### config.mk
export PLATFORM = sky130hd
export DESIGN_NAME = prog_clk_div_flat
export DESIGN_NICKNAME = d
export VERILOG_FILES = /design/src/rtl/prog_clk_div_pkg.sv /design/src/rtl/prog_clk_div_if.sv /design/src/rtl/clk_div_chan.sv /design/src/rtl/prog_clk_div.sv /design/src/flat_wrapper.sv
export SDC_FILE = /design/constraint.sdc
export NUM_CORES = 1
export LEC_CHECK = 0
export CAP_MARGIN = 20
export CORE_UTILIZATION = 50
export CTS_CLUSTER_SIZE = 14
export DETAILED_ROUTE_END_ITERATION = 7
export DONT_BUFFER_PORTS = 1
export PLACE_DENSITY = 0.68
export SETUP_SLACK_MARGIN = 0.5
export SLEW_MARGIN = 5
export SYNTH_ARGS = -nofsm -noshare
export SYNTH_HDL_FRONTEND = slang
export SYNTH_SLANG_ARGS = --single-unit
export TNS_END_PERCENT = 50
### constraint.sdc
create_clock -name clk_in -period 8.2 [get_ports clk_in]
set_input_delay 1.23 -clock clk_in [delete_from_list [all_inputs] [get_ports clk_in]]
set_output_delay 1.23 -clock clk_in [all_outputs]
set_load 0.005 [all_outputs]
### src/rtl/prog_clk_div_pkg.sv
// Shared constants and helpers for the programmable multi-channel clock divider.
package prog_clk_div_pkg;

   localparam int          DEF_WIDTH = 27;
   localparam int unsigned DEF_DIV   = 100_000_000;

   // Channel-select width; a single channel still needs a 1-bit select.
   function automatic int ch_width(input int n);
      return (n > 1) ? $clog2(n) : 1;
   endfunction

endpackage

### src/rtl/prog_clk_div_if.sv
// Divisor-write bus: one write per cycle when cfg_valid && cfg_ready.
// cfg_ready is combinational on cfg_ch and never depends on cfg_valid.
interface prog_clk_div_if
   import prog_clk_div_pkg::*;
#(
   parameter int NCH   = 4,
   parameter int WIDTH = DEF_WIDTH
);
   localparam int CW = ch_width(NCH);

   logic             cfg_valid;
   logic [CW-1:0]    cfg_ch;
   logic [WIDTH-1:0] cfg_div;
   logic             cfg_ready;

   modport master (output cfg_valid, output cfg_ch, output cfg_div, input cfg_ready);
   modport slave  (input cfg_valid, input cfg_ch, input cfg_div, output cfg_ready);

endinterface

### src/rtl/clk_div_chan.sv
// One divider channel: counter, active/pending divisor pair and registered outputs.
module clk_div_chan
   import prog_clk_div_pkg::*;
#(
   parameter int          WIDTH       = DEF_WIDTH,
   parameter int unsigned DEFAULT_DIV = DEF_DIV
) (
   input  logic             clk_i,
   input  logic             rst_i,
   input  logic             en_i,
   input  logic             sync_i,
   input  logic             wr_i,
   input  logic [WIDTH-1:0] wr_div_i,
   output logic             pend_o,
   output logic             clk_out_o,
   output logic             tick_o
);
   localparam logic [WIDTH-1:0] ONE     = WIDTH'(1);
   localparam logic [WIDTH-1:0] DIV_RST = WIDTH'(DEFAULT_DIV);

   logic [WIDTH-1:0] cnt_q, cnt_d;
   logic [WIDTH-1:0] div_q, div_d;
   logic [WIDTH-1:0] pdiv_q, pdiv_d;
   logic             pend_q, pend_d;
   logic             run_q, run_d;
   logic             clk_out_q, clk_out_d;
   logic             tick_q, tick_d;
   logic             wrap;
   logic             apply;

   always_comb begin
      // run_q implies div_q != 0, so div_q - 1 cannot underflow when it matters.
      wrap   = run_q && (cnt_q == div_q - ONE);
      apply  = !en_i || (div_q == '0) || !run_q || wrap || sync_i;
      div_d  = (apply && pend_q) ? pdiv_q : div_q;
      pend_d = wr_i ? 1'b1 : (apply ? 1'b0 : pend_q);
      pdiv_d = wr_i ? wr_div_i : pdiv_q;
      run_d  = en_i && (div_d != '0);
      if (!run_d || !run_q || wrap || sync_i) begin
         cnt_d = '0;
      end else begin
         cnt_d = cnt_q + ONE;
      end
      tick_d    = run_d && (cnt_d == '0);
      clk_out_d = run_d && (cnt_d < (div_d - (div_d >> 1)));
   end

   always_ff @(posedge clk_i) begin
      if (rst_i) begin
         cnt_q     <= '0;
         div_q     <= DIV_RST;
         pdiv_q    <= '0;
         pend_q    <= 1'b0;
         run_q     <= 1'b0;
         clk_out_q <= 1'b0;
         tick_q    <= 1'b0;
      end else begin
         cnt_q     <= cnt_d;
         div_q     <= div_d;
         pdiv_q    <= pdiv_d;
         pend_q    <= pend_d;
         run_q     <= run_d;
         clk_out_q <= clk_out_d;
         tick_q    <= tick_d;
      end
   end

   assign pend_o    = pend_q;
   assign clk_out_o = clk_out_q;
   assign tick_o    = tick_q;

endmodule

### src/rtl/prog_clk_div.sv
// NCH-channel programmable clock-enable divider with shadowed divisor writes.
// Optional PROG_CLK_DIV_SYNC_EN adds a sync strobe that restarts all enabled channels together.
module prog_clk_div
   import prog_clk_div_pkg::*;
#(
   parameter int          NCH         = 4,
   parameter int          WIDTH       = DEF_WIDTH,
   parameter int unsigned DEFAULT_DIV = DEF_DIV
) (
   input  logic           clk_in,
   input  logic           rst,
   input  logic [NCH-1:0] en,
   prog_clk_div_if.slave  cfg,
`ifdef PROG_CLK_DIV_SYNC_EN
   input  logic           sync,
`endif
   output logic [NCH-1:0] clk_out,
   output logic [NCH-1:0] tick
);
   localparam int CW = ch_width(NCH);

   logic [NCH-1:0]      pend;
   logic [(1<<CW)-1:0]  pend_ext;
   logic                sync_w;

`ifdef PROG_CLK_DIV_SYNC_EN
   assign sync_w = sync;
`else
   assign sync_w = 1'b0;
`endif

   // Unused channel indices read as not-pending, so out-of-range writes are taken and dropped.
   always_comb begin
      pend_ext          = '0;
      pend_ext[NCH-1:0] = pend;
   end

   assign cfg.cfg_ready = ~pend_ext[cfg.cfg_ch];

   for (genvar i = 0; i < NCH; i++) begin : g_chan
      logic wr;
      assign wr = cfg.cfg_valid && cfg.cfg_ready && (cfg.cfg_ch == CW'(i));

      clk_div_chan #(
         .WIDTH       (WIDTH),
         .DEFAULT_DIV (DEFAULT_DIV)
      ) u_chan (
         .clk_i     (clk_in),
         .rst_i     (rst),
         .en_i      (en[i]),
         .sync_i    (sync_w),
         .wr_i      (wr),
         .wr_div_i  (cfg.cfg_div),
         .pend_o    (pend[i]),
         .clk_out_o (clk_out[i]),
         .tick_o    (tick[i])
      );
   end

endmodule

### src/flat_wrapper.sv
// flat-port wrapper written by rule: the top's interface ports become plain ports
module prog_clk_div_flat import prog_clk_div_pkg::*;
#(
   parameter int          NCH         = 4,
   parameter int          WIDTH       = DEF_WIDTH,
   parameter int unsigned DEFAULT_DIV = DEF_DIV
)
  (clk_in, rst, en, clk_out, tick, cfg_cfg_valid, cfg_cfg_ch, cfg_cfg_div, cfg_cfg_ready);
  prog_clk_div_if #(.NCH(NCH), .WIDTH(WIDTH)) cfg_i ();
  input  logic clk_in;
  input  logic rst;
  input  logic [NCH-1:0] en;
  output logic [NCH-1:0] clk_out;
  output logic [NCH-1:0] tick;
  input wire logic [$bits(cfg_i.cfg_valid)-1:0] cfg_cfg_valid;
  input wire logic [$bits(cfg_i.cfg_ch)-1:0] cfg_cfg_ch;
  input wire logic [$bits(cfg_i.cfg_div)-1:0] cfg_cfg_div;
  output wire logic [$bits(cfg_i.cfg_ready)-1:0] cfg_cfg_ready;
  assign cfg_i.cfg_valid = cfg_cfg_valid;
  assign cfg_i.cfg_ch = cfg_cfg_ch;
  assign cfg_i.cfg_div = cfg_cfg_div;
  assign cfg_cfg_ready = cfg_i.cfg_ready;
  prog_clk_div #(.NCH(NCH), .WIDTH(WIDTH), .DEFAULT_DIV(DEFAULT_DIV)) u_core (.clk_in(clk_in), .rst(rst), .en(en), .cfg(cfg_i), .clk_out(clk_out), .tick(tick));
endmodule
==> results.md, run 1 <==
- Clock skew: 0.0336 ns
- Met3 routed WL: approximately 5400 um
- Dpl cells: approximately 4200
- Clock tree from TritonCTS: done
- Count of flip-flops with a built-in enable after synthesis: 0
- Violation count after the first detailed-routing iteration: a little under 2000
- Final setup fails: 0
- Ratio of routed vias to standard cells: 5.95
- Die Wd: ~240 um
- Cell Area, Synth: 27700 sq um
- Fill cell count: roughly 5000
- Slack of the critical path: between 0.5 and 0.6 ns
- Hold Path Class: register to register
- DRC errors left: 0
- P&R area growth vs syn: 10.4%
- Number of hold violations in the final report: 0
- Slack of the worst reg-to-reg path: 0.59 ns
- Final HPWL from detailed placement: about 61000 um
- Wire length the detailed router placed on met1: 35800 um
- WL per Instance: 18.9 um
- Number of antenna violations at the first check in global routing: 0
- Die Height: approximately 240 um
- Via count of the first global-routing pass: 23300
- Startpoint kind of the worst setup timing path: register
- Count of input and output buffers: 0
- Clock root buffer: clkbuf_16
- Final antenna diode count: 0
- Row cnt: 85
- Final Slew Violations: 0
- Leak: 12.0 nW
- Run status: finished, final reports clean
- Area of the multi-input gates: ~20000 sq um
- Summed negative setup slack over all endpoints: 0 ns
- Post-route insts no fill: around 4300
- Pin count of the biggest net entering global routing: approximately 290
- Post-layout instance area: approximately 31000 sq um
- Total number of H-tree levels: 2
- Endpoint arrival time on the critical path: 8.13 ns
- Worst-case reg-to-reg path depth: 37
- Synthesis Warnings: 0
- Measured slew at the worst slew-check pin: between 1 and 1.5 ns
- Initial Util: about half
- Maximum Capacitance Violations: 0
- Post-CTS Hold Fix Bufs: 0
- Full die area: about 56000 sq um
- Clock slew at the register clock pins of the worst setup and hold paths: ~0.06 ns
- Reg-to-reg critical path endpoint: u_core.g_chan[2].u_chan.clk_out_o$_SDFF_PP0_
- Placeable core region: ~54000 sq um
- Sequential-to-total area share from yosys stat: 24.6%
- Highest ir drop seen on vdd: ~0.12 mV
- Max Clk Rate: between 100 and 150 MHz
- Clock period minus final worst setup slack: 7.61 ns
- Inserted Clock Buffers: 40
- Footprint of the flip-flops and latches: between 6000 and 7000 sq um
- Power per Cell Area: ~140 nW/um^2
- Maximum cell stage delay along the critical path: around 0.54 ns
- Hold Crit Start: u_core.g_chan[2].u_chan.pdiv_q[17]$_SDFFE_PP0P_
- Remaining global-route overflow: 0
- Most repeated library cell on the critical path: a21oi_1
- Number of distinct standard cells referenced by the synthesized netlist: 107
- Global-route usage over all layers: about 28%
- Worst Hold Slack: ~0.46 ns
- Final-stage net count: between 3000 and 4000
- Post-route clock period utilization: approximately 93%
- Placed Area: roughly 28000 sq um
- Detailed-route wire length: about 80000 um
- Uppermost signal routing layer after detailed routing: met4
- Slowest stage cell on the critical path: or4_4
- Worst max-slew margin expressed relative to the limit: roughly 29%
- DRT Pass-1 Iters: 6
- Skew-Pair Late Insertion Delay: 0.59 ns
- Clock net sink count: between 300 and 400
- Register bit total from synthesis: 340
- Weighted congestion reported at the end of routability-driven placement: just under 1
- Data required time of the critical path: about 8.7 ns
- Utilization after layout: ~56%
- Post-layout power: 4.22 mW
- Met2 Routed Length: around 37000 um
- Kind of end point of the critical path: register
- Routed via count: 25500
- Worst slack at placement: roughly 0.16 ns
- Net count of the mapped netlist: 3896
- Buffers from clock root to sink, at most: 3
- Unrepaired setup endpoints after global routing: true
- Number of instances on the worst hold path: 2
- Critical-path maximum fanout: 5
- Reg2Reg Launch Point: u_core.g_chan[2].u_chan.div_q[15]$_SDFF_PP1_
- Share of layout cells above drive strength 1: 10.2%
- Primary flip-flop cell chosen by synthesis mapping: dfxtp_1
- Synth Area per Inst: between 7 and 8 sq um
- Wire length of the first global-routing pass: approximately 130000 um
- Count of mapped cells out of synthesis: around 3600
- Endpoint, Worst Hold: u_core.g_chan[2].u_chan.pdiv_q[17]$_SDFFE_PP0P_
- I/O pin total: 45
- Final antenna-violating net count: 0
- Ys async rst share: 0%
- Startpoint-to-endpoint class of the critical path: register to register
cell type report:
cell class                 count  share of cell area (%)
multi-input combinational   2925                    65.8
clock buffer                  52                    3.69
timing repair buffer         109                    2.78
inverter                     147                    1.80
clock inverter                19                   0.724
sequential                   340                    22.3
tap                          696                    2.85
Yosys cell counts (19+ instances only):
cell type,instances,area share (%)
a211oi_1,22,0.60
a21o_1,37,1.0
a21oi_1,260,4.7
a31oi_1,31,0.70
and2_1,21,0.47
and3_1,38,0.86
and4_1,21,0.66
buf_1,21,0.28
buf_2,21,0.38
clkbuf_1,170,2.3
dfxtp_1,340,25
ha_1,217,9.8
inv_1,146,2.0
mux2i_1,125,4.5
nand2_1,371,5.0
nand2b_1,99,2.2
nand3_1,112,2.0
nand3b_1,19,0.51
nand4_1,71,1.6
nor2_1,404,5.5
nor2b_1,46,1.0
nor3_1,150,2.7
nor4_1,49,1.1
o21ai_0,95,1.7
o21bai_1,21,0.57
o31ai_1,28,0.76
or3_1,36,0.81
or4_1,25,0.68
xnor2_1,204,6.5
xor2_1,152,4.8
routing by layer:
layer	vias to the layer above	track usage, %
met5	-	0
met3	162	5.23
met1	11900	37.4
met2	767	45.7
li1	12600	-
met4	0	9.01
worst max-delay path: cells and delay by family, from the launching register on:
family / cells / cell delay (ns)
AOI/OAI and AO/OA: 18 / 3.32
and+or+nand+nor: 12 / 2.53
adders and majority gates: 2 / 0.53
buffers and inverters: 3 / 0.41
DFF: 1 / 0.35
muxes: 1 / 0.23
xor gates and xnor gates: 1 / 0.16
where the power goes:
group          switching [mW]  internal [mW]  total [mW]
Sequential             0.0494           1.68        1.73
Combinational           0.354          0.262       0.616
Clock                   0.768           1.10        1.87
Total                    1.17           3.04        4.22
flip-flops by register name, summed over array words and instances, names as in the netlist:
signal	count
u_core.g_chan.u_chan.pdiv_q	108
u_core.g_chan.u_chan.clk_out_o	4
u_core.g_chan.u_chan.tick_o	4
u_core.g_chan.u_chan.pend_o	4
u_core.g_chan.u_chan.cnt_q	108
u_core.g_chan.u_chan.run_q	4
u_core.g_chan.u_chan.div_q	108
worst max-delay path by stage:
stage | from | endpoint | slack [ns] | cells after the start
2_1_floorplan | u_core.g_chan[2].u_chan.div_q[14]$_SDFF_PP1_ | u_core.g_chan[2].u_chan.clk_out_o$_SDFF_PP0_ | 0.47 | 40
3_3_place_gp | u_core.g_chan[2].u_chan.div_q[1]$_SDFF_PP0_ | u_core.g_chan[2].u_chan.clk_out_o$_SDFF_PP0_ | 0.32 | 37
3_5_place_dp | u_core.g_chan[2].u_chan.div_q[1]$_SDFF_PP0_ | u_core.g_chan[2].u_chan.clk_out_o$_SDFF_PP0_ | 0.16 | 37
4_1_cts | u_core.g_chan[1].u_chan.div_q[2]$_SDFF_PP0_ | u_core.g_chan[1].u_chan.clk_out_o$_SDFF_PP0_ | 0.49 | 35
5_1_grt | u_core.g_chan[2].u_chan.div_q[15]$_SDFF_PP1_ | u_core.g_chan[2].u_chan.clk_out_o$_SDFF_PP0_ | 0.18 | 36
6_report | u_core.g_chan[2].u_chan.div_q[15]$_SDFF_PP1_ | u_core.g_chan[2].u_chan.clk_out_o$_SDFF_PP0_ | 0.59 | 37
layout by cell type, fill, tap and decap left out, drive strengths merged, types with 109 or more instances in the layout:
cell and count:
xor2 152, nor2 405, xnor2 204, nor3 151, mux2i 126, nand3 113
nand2 371, a21oi 261, inv 150, ha 217, dfxtp 340, buf 109
kinds of logic (layout without fill, tap and decap cells):
group                      count (synthesis)  count (layout)  synth area share (%)
and+or+nand+nor                         1534            1534                  27.5
AOI/OAI and AO/OA                        664             664                  15.5
buffers and inverters                    374             327                  5.42
xor gates and xnor gates                 357             357                  11.3
DFF                                      340             340                  24.6
adders and majority gates                225             225                  10.2
muxes                                    145             145                  5.35
what timing repair did:
item / 4_1_cts / 5_1_grt
setup endpoints to repair: 4 / 4
gates resized for setup: 20 / 141
setup buffers: 2 / 33
pin swaps: 4 / 56
No activity file was read; power rests on OpenSTA's default activity.
==> run 2, diff against run 1 <==
PLACE_DENSITY = 0.74   (was 0.68)
==> results.md, run 2 (same netlist as run 1, synthesis figures left out) <==
- Clock period minus final worst setup slack: 7.47 ns (-0.135 ns)
- Weighted congestion reported at the end of routability-driven placement: 0.978 (+0.31%)
- Maximum cell stage delay along the critical path: 0.55 ns (about the same)
- Number of antenna violations at the first check in global routing: 0 (unchanged)
- Clock skew: 0.0146 ns (-0.0190 ns)
- Leak: 12.0 nW (+0.18%)
- WL per Instance: 18.9 um (about the same)
- Reg-to-reg critical path endpoint: u_core.g_chan[2].u_chan.clk_out_o$_SDFF_PP0_
- Slowest stage cell on the critical path: or4_4
- Commonest non-fill, non-tap cell in the layout: nor2_1
- Clock share of power: 45.1% (+0.8 points)
- Data required time of the critical path: 8.71 ns (-0.02 ns)
- Total number of H-tree levels: 2 (unchanged)
- Slack of the worst reg-to-reg path: 0.73 ns (+0.13 ns)
- Final antenna diode count: 0 (unchanged)
- Post-route clock period utilization: 91.1% (-1.6 points)
- Endpoint, Worst Hold: u_core.g_chan[0].u_chan.pdiv_q[21]$_SDFFE_PP0P_
- Full die area: 56300 sq um (unchanged)
- Die Height: 237 um (unchanged)
- Share of layout cells above drive strength 1: 10.3% (+0.18 points)
- DRT Pass-1 Iters: 6 (unchanged)
- Global-route usage over all layers: 27.7% (-0.39 points)
- Total internal power: 3.11 mW (+2.1%)
- Skew-Pair Late Insertion Delay: 0.58 ns (about the same)
- Final-stage net count: 3813 (-0.18%)
- Largest regs: u_core.g_chan.u_chan.cnt_q x108, u_core.g_chan.u_chan.div_q x108, u_core.g_chan.u_chan.pdiv_q x108
- Row cnt: 85 (unchanged)
- Clock net sink count: 340 (unchanged)
- Unrepaired setup endpoints after global routing: true
- Hold Path Class: register to register
- Final setup fails: 0 (unchanged)
- Initial Util: 51.1% (unchanged)
- Worst max-slew margin expressed relative to the limit: 29.1% (+0.50 points)
- Buffers from clock root to sink, at most: 3 (unchanged)
- Routed via count: 25800 (+1.1%)
- Hold Crit Start: u_core.g_chan[0].u_chan.pdiv_q[21]$_SDFFE_PP0P_
- Endpoint arrival time on the critical path: 7.98 ns (-0.15 ns)
- Post-CTS Hold Fix Bufs: 0 (unchanged)
- Via count of the first global-routing pass: 23400 (+0.61%)
- Wire length of the first global-routing pass: 126000 um (-0.86%)
- Part of the total power dissipated in sequential elements: 40.3% (-0.8 points)
- Kind of end point of the critical path: register
- DRC errors left: 0 (unchanged)
- Switching share of power: 27.6% (-0.14 points)
- Clock root buffer: clkbuf_16
- Switching pwr: 1.19 mW (+1.4%)
- Worst-case reg-to-reg path depth: 35 (-5.4%)
- Measured slew at the worst slew-check pin: 1.06 ns (-0.00742 ns)
- Remaining global-route overflow: 0 (unchanged)
- Startpoint kind of the worst setup timing path: register
- Detailed-route wire length: 81100 um (-0.11%)
- Final HPWL from detailed placement: 60500 um (-0.53%)
- Startpoint-to-endpoint class of the critical path: register to register
- Max Clk Rate: 134 MHz (+1.8%)
- Clock slew at the register clock pins of the worst setup and hold paths: 0.07 ns (about the same)
- Power per Cell Area: 140 nW/um^2 (+1.6%)
- P&R area growth vs syn: 10.8%
- Final antenna-violating net count: 0 (unchanged)
- Summed negative setup slack over all endpoints: 0 ns (unchanged)
- Number of hold violations in the final report: 0 (unchanged)
- Top delay family on crit path: compound AO/OA/AOI/OAI gates
- Die Wd: 237 um (unchanged)
- Number of instances on the worst hold path: 2 (unchanged)
- Proportion of power drawn by combinational gates: 14.6% (about the same)
- Inserted Clock Buffers: 40 (unchanged)
- Placeable core region: 54200 sq um (unchanged)
- Pin count of the biggest net entering global routing: 292 (unchanged)
- Run status: finished, final reports clean
- Worst Path Buf+Inv: 1 (-2)
- Highest ir drop seen on vdd: 0.116 mV (-5.6%)
- Clock tree from TritonCTS: done
- Count of input and output buffers: 0 (unchanged)
- Violation count after the first detailed-routing iteration: 2163 (+10%)
- I/O pin total: 45 (unchanged)
- Critical-path maximum fanout: 6 (+1)
- Most frequent cells in the layout: nor2_1, nand2_1, dfxtp_1
- Final Slew Violations: 0 (unchanged)
- Maximum Capacitance Violations: 0 (unchanged)
- Reg2Reg Launch Point: u_core.g_chan[2].u_chan.div_q[15]$_SDFF_PP1_
- Worst Hold Slack: 0.460 ns (+0.00146 ns)
- Ratio of routed vias to standard cells: 6.02 (+1.2%)
==> run 2: cell types whose count changed in the layout (fill, tap and decap cells not counted), sizes merged <==
cell	delta
bufinv	+2
buf	-7
inv	-1
clkbuf	-2
clkinvlp	+1
clkinv	+2
==> run 2: how the worst max path moves through the flow <==
stage	startpoint	end	slack [ns]	cells after the start
floorplan	u_core.g_chan[2].u_chan.div_q[14]$_SDFF_PP1_	u_core.g_chan[2].u_chan.clk_out_o$_SDFF_PP0_	0.47	40
global placement	u_core.g_chan[2].u_chan.div_q[1]$_SDFF_PP0_	u_core.g_chan[2].u_chan.clk_out_o$_SDFF_PP0_	0.23	37
detailed placement	u_core.g_chan[2].u_chan.div_q[1]$_SDFF_PP0_	u_core.g_chan[2].u_chan.clk_out_o$_SDFF_PP0_	0.01	37
CTS	u_core.g_chan[1].u_chan.div_q[9]$_SDFF_PP0_	u_core.g_chan[1].u_chan.clk_out_o$_SDFF_PP0_	0.44	35
global route	u_core.g_chan[1].u_chan.div_q[5]$_SDFF_PP0_	u_core.g_chan[1].u_chan.clk_out_o$_SDFF_PP0_	0.38	35
finish	u_core.g_chan[2].u_chan.div_q[15]$_SDFF_PP1_	u_core.g_chan[2].u_chan.clk_out_o$_SDFF_PP0_	0.73	35
==> run 2: cell type report <==
type | instances | area [sq um]
multi-input combinational | 2925 | 20200
timing repair buffer | 102 | 781
sequential | 340 | 6820
clock buffer | 50 | 1110
clock inverter | 23 | 302
fill | 4896 | 23600
inverter | 147 | 552
tap | 696 | 871
==> run 2: repair_timing <==
action                                  4_1_cts  5_1_grt
pin swaps                                     6       66
setup buffers                                 3       39
endpoints found under the setup margin        4        4
resized for setup                            27      153
==> run 2: stage by stage <==
stage	util (%)	std cells	total power, mW	area, sq um	setup slack, ns
floorplan	-	3639	2.22	27800	0.475
global placement	51.9	4167	2.33	28200	0.227
detailed placement	51.9	4167	2.34	28200	0.0137
CTS	54.8	4243	4.28	29700	0.440
global route	56.6	4283	4.46	30700	0.382
finish	56.6	4283	4.30	30700	0.730
==> run 2: power groups by stage <==
stage / registers, mW / logic, mW / clock network (mW)
3_3_place_gp: 1.77 / 0.570 / 0
4_1_cts: 1.73 / 0.586 / 1.97
2_1_floorplan: 1.74 / 0.482 / 0
3_5_place_dp: 1.77 / 0.575 / 0
6_report: 1.73 / 0.627 / 1.94
5_1_grt: 1.73 / 0.690 / 2.03
==> run 2: routing by layer <==
metal	wire [um]	vias to the layer above	global-route usage (%)
li1	-	12600	-
met1	36000	12100	37.6
met2	36600	882	44.6
met3	6070	152	4.80
met4	2400	0	8.47
met5	0	-	0
==> run 2: worst reg2reg max path: cells and delay by family (launching register included) <==
family	cells	cell delay [ns]
AO/OA/AOI/OAI	16	2.95
multiplexers	1	0.27
XOR/XNOR	1	0.14
flip-flops	1	0.35
AND/OR/NAND/NOR	13	2.73
adder cells (fa/ha/maj)	3	0.89
buffers and inverters	1	0.06
